--- config.mk ---
export PLATFORM = sky130hd
export DESIGN_NAME = fifo_teclas
export DESIGN_NICKNAME = d
export VERILOG_FILES = /design/src/rtl/fifo_teclas.sv
export SDC_FILE = /design/constraint.sdc
export NUM_CORES = 1
export LEC_CHECK = 0
export ABC_CLOCK_PERIOD_IN_PS = 6100
export CORE_UTILIZATION = 35
export CTS_BUF_LIST = sky130_fd_sc_hd__clkbuf_4
export DETAILED_ROUTE_END_ITERATION = 10
export DONT_BUFFER_PORTS = 1
export HOLD_SLACK_MARGIN = 0.12
export MAX_ROUTING_LAYER = met4
export PLACE_DENSITY = 0.51
export SLEW_MARGIN = 40
export SYNTH_ARGS = -nofsm -noshare
export SYNTH_HDL_FRONTEND = slang
export SYNTH_SLANG_ARGS = --single-unit
--- constraint.sdc ---
create_clock -name clk_i -period 6.1 [get_ports clk_i]
set_clock_uncertainty 0.2 [all_clocks]
set_input_delay 0 -clock clk_i [delete_from_list [all_inputs] [get_ports clk_i]]
set_output_delay 0 -clock clk_i [all_outputs]
set_load 0.005 [all_outputs]
--- src/rtl/fifo_teclas.sv ---
// fifo_teclas: show-ahead FIFO buffering keypad codes, one push per rising edge of data_available_i.
// Define FIFO_TECLAS_OVERWRITE_EN to discard the oldest entry on a push while full (default drops the new code).
module fifo_teclas #(
  parameter int DEPTH = 8
) (
  input  logic                     clk_i,
  input  logic                     reset_i,
  input  logic                     data_available_i,
  input  logic [3:0]               dato_codificado_i,
  input  logic                     rd_ready_i,
  input  logic                     clear_overflow_i,
  output logic                     rd_valid_o,
  output logic [3:0]               rd_data_o,
  output logic [$clog2(DEPTH):0]   count_o,
  output logic                     full_o,
  output logic                     empty_o,
  output logic                     overflow_o
);

  localparam int AW = $clog2(DEPTH);
  localparam int CW = AW + 1;
  localparam logic [CW-1:0] FULL_COUNT = CW'(DEPTH);

  logic          da_q;
  logic          push;
  logic          pop;
  logic          accept;
  logic          ovf_evt;
  logic          wr_en;
  logic          rd_adv;
  logic [AW-1:0] wr_ptr;
  logic [AW-1:0] rd_ptr;
  logic [CW-1:0] count_q;
  logic [CW-1:0] count_nxt;
  logic          overflow_q;
  logic [3:0]    mem [DEPTH];

  // Flags decode straight from the count register, so they move on the same edge as the count.
  assign full_o     = (count_q == FULL_COUNT);
  assign empty_o    = (count_q == '0);
  assign rd_valid_o = ~empty_o;
  assign count_o    = count_q;
  assign overflow_o = overflow_q;
  assign rd_data_o  = mem[rd_ptr];

  assign push = data_available_i & ~da_q;
  assign pop  = rd_valid_o & rd_ready_i;

  // NOTE: every signal assigned here gets a value on every path first, so no latch is inferred.
  always_comb begin
    ovf_evt   = push & full_o & ~pop;
    accept    = push & (~full_o | pop);
`ifdef FIFO_TECLAS_OVERWRITE_EN
    wr_en     = accept | ovf_evt;
    rd_adv    = pop | ovf_evt;
`else
    wr_en     = accept;
    rd_adv    = pop;
`endif
    count_nxt = count_q;
    if (accept && !pop) begin
      count_nxt = count_q + CW'(1);
    end else if (pop && !accept) begin
      count_nxt = count_q - CW'(1);
    end
  end

  // NOTE: sequential state uses non-blocking assignments so all registers update from pre-edge values.
  always_ff @(posedge clk_i or posedge reset_i) begin
    if (reset_i) begin
      da_q       <= 1'b0;
      wr_ptr     <= '0;
      rd_ptr     <= '0;
      count_q    <= '0;
      overflow_q <= 1'b0;
    end else begin
      da_q    <= data_available_i;
      count_q <= count_nxt;
      if (wr_en) begin
        wr_ptr <= wr_ptr + AW'(1);
      end
      if (rd_adv) begin
        rd_ptr <= rd_ptr + AW'(1);
      end
      // A simultaneous overflow event wins over the clear request.
      if (ovf_evt) begin
        overflow_q <= 1'b1;
      end else if (clear_overflow_i) begin
        overflow_q <= 1'b0;
      end
    end
  end

  // NOTE: storage is deliberately not reset; rd_valid_o masks stale contents.
  always_ff @(posedge clk_i) begin
    if (wr_en) begin
      mem[wr_ptr] <= dato_codificado_i;
    end
  end

endmodule
==> run metrics <==
outcome finished clean; Ports 21; Max Slew Vio Count 0; maximum VDD drop 184 uV; sequential fraction of the synthesis area 65.5%; unrepaired setup endpoints after global routing false; Clock Path Buffers 2; Synth Instances 116; FFs w/ async S/R, synth 27.3%; total track usage 13.0%; most common cell in the netlist edfxtp_1; overall power 0.867 mW; # rows 26; YS warnings 0; Worst Hold Path Cells 3; HP Start clear_overflow_i; mean post-synth cell area 16.6 um2; crit path max fanout 7; met2 WL post-DR 1670 um; WP data required 6130 ps; CP Cell Sequence or4b_1 -> o21ai_4 -> inv_1 -> ha_1 -> inv_1 -> ha_1 -> or4_1 -> nand3_1 -> o221ai_1; Final #Nets 145; CP Capture Type flip-flop; Max-cap violations 0; drt total wl 3370 um; grt total ovfl 0; Crit Reg-Reg Startpoint count_o[0]$_DFFE_PP0P_; Most used DFF post-synth edfxtp_1; Final Cycle Share 53.3%; Crit-path slowest cell or4b_1; DRT iter0 DRCs 29; die footprint 5800 um2; WL per Instance 16.8 um; Via density 5.05; flops & latches, synth 44; Max Fclk 308 MHz; Worst Hold End overflow_o$_DFFE_PP0P_; DR WL met3 129 um; clock latency on the worst-skew pair 350 ps; routability cong. 0.735; layout cells sized above 1 20.6%; worst reg2reg path endpoint count_o[3]$_DFFE_PP0P_; Final ANT Viol Nets 0; uppermost routed layer met4; Initial Util 37.0%; setup ws final 2850 ps; largest net degree at the start of global routing 15; final setup fails 0; crit path kind flip-flop to flip-flop; Netlist cell types 31; WHS 181 ps; Post-Place Cells 183; worst slack, placed 2860 ps; fin cells 201; H-Tree Depth 2; Die W 76.2 um; ANT cells 0; TritonCTS clock tree yes; Die H 76.2 um; Critical Path AT 3280 ps; clock slew at reported path FFs 120 ps; Reg2Reg Setup Slack 2850 ps; Slew @ Worst Pin 855 ps; min cycle time layout 3250 ps; hold_buf cts 10; Area contributors post-synth edfxtp_1 (50%), dfrtp_1 (16%), mux4_2 (9.4%); DP HPWL 2290 um; synth cell count leaders edfxtp_1 (32), dfrtp_1 (12), mux4_2 (8); TritonCTS Buffers 5; PD cells 400 nW/um2; final core occ 41.7%; Final Hold Vio Count 0; initial antenna violation count 0; Final Cell Area 2170 um2; Pleak 0.763 nW; area delta synth->final 12.7%; Port Buffers 0; Post-Syn Nets 131; reg2reg path depth 9; CP peak stage delay 670 ps; Clock Sink Count 44; placed cell area 2010 um2; crit path launch type flip-flop; post-route DRC violation count 0; number of global-route vias before repair 1047; Slew HR 42.5%; synthesized cell area 1920 um2; share of the synthesized area in the top cell type 49.9%; vias after detailed routing 1015; first-pass GRT wire length 5360 um; post_cts resized 0; M1 WL 1550 um; Min-Delay Path Class input port to flip-flop; setup bufs post-CTS 0; leading area contributor after synthesis edfxtp_1; Root Driver clkbuf_4; fillers 504; Post-synth EDFFs 32; core box area 5200 um2; Setup Total Neg Slack 0 ps; 1st-pass router iterations 4
==> cells in the final DEF, fill, tap and decap left out, drive strengths merged, types with 2 or more instances in the layout <==
cell type    instances
clkbuf               5
clkinv               3
dfrtp               12
dlygate4sd3         10
edfxtp              32
ha                   5
inv                  6
mux2                 7
mux4                 8
nand2                3
nand2b               2
nand3                2
nand3b               2
nor2                 4
nor3                 4
o211ai               2
o21ai                2
or3                  3
or4                  2
xnor2                6
==> worst max path at each step <==
stage	depth (start not counted)	to	start	slack (ps)
finish	9	count_o[3]$_DFFE_PP0P_	count_o[0]$_DFFE_PP0P_	2850
global route	9	count_o[3]$_DFFE_PP0P_	count_o[0]$_DFFE_PP0P_	2630
CTS	9	count_o[3]$_DFFE_PP0P_	count_o[0]$_DFFE_PP0P_	2830
detailed placement	9	count_o[3]$_DFFE_PP0P_	count_o[0]$_DFFE_PP0P_	2860
global placement	9	count_o[3]$_DFFE_PP0P_	count_o[0]$_DFFE_PP0P_	2990
floorplan	10	count_o[3]$_DFFE_PP0P_	count_o[0]$_DFFE_PP0P_	3120
==> cell type report <==
type,count,area [um2],area share [%]
Clock inverter,3,18.8,0.866
Inverter,6,22.5,1.04
Tap cell,70,87.6,4.04
Sequential cell,44,1260,58.2
Multi-Input combinational cell,62,633,29.2
Timing Repair Buffer,11,108,4.96
Clock buffer,5,37.5,1.73
==> worst max-delay path: cells and delay by family (launching register included) <==
kind	cells	cell delay, ps
compound gates	2	400
buf+inv	2	210
flops	1	480
simple gates	3	1260
fa+ha+maj	2	570
==> flip-flops by register name, indices dropped and copies added, names as in the netlist <==
signal,cells
mem,32
count_o,4
rd_ptr,3
wr_ptr,3
da_q,1
overflow_o,1
==> logic make-up after synthesis <==
logic type                 after synthesis  synth area share, %
AOI/OAI and AO/OA                        9                 3.90
xor gates and xnor gates                 6                 2.73
adders and majority gates                6                 4.29
buffers and inverters                   10                 2.08
DFF                                     44                 65.5
muxes                                   16                 14.2
and+or+nand+nor                         25                 7.28
==> metal layers <==
| layer | track usage [%] | vias up |
|---|---|---|
| met5 | - | - |
| met4 | 4.62 | 0 |
| met3 | 4.19 | 2 |
| met2 | 20.4 | 21 |
| met1 | 15.8 | 518 |
| li1 | - | 474 |
==> power by group <==
group / internal (mW) / switching [mW] / leakage, nW
clock network: 0.0444 / 0.0919 / 0.0349
registers: 0.374 / 0.0896 / 0.433
logic: 0.158 / 0.110 / 0.295
total: 0.576 / 0.291 / 0.763
Power figures use the tool's default switching activity.
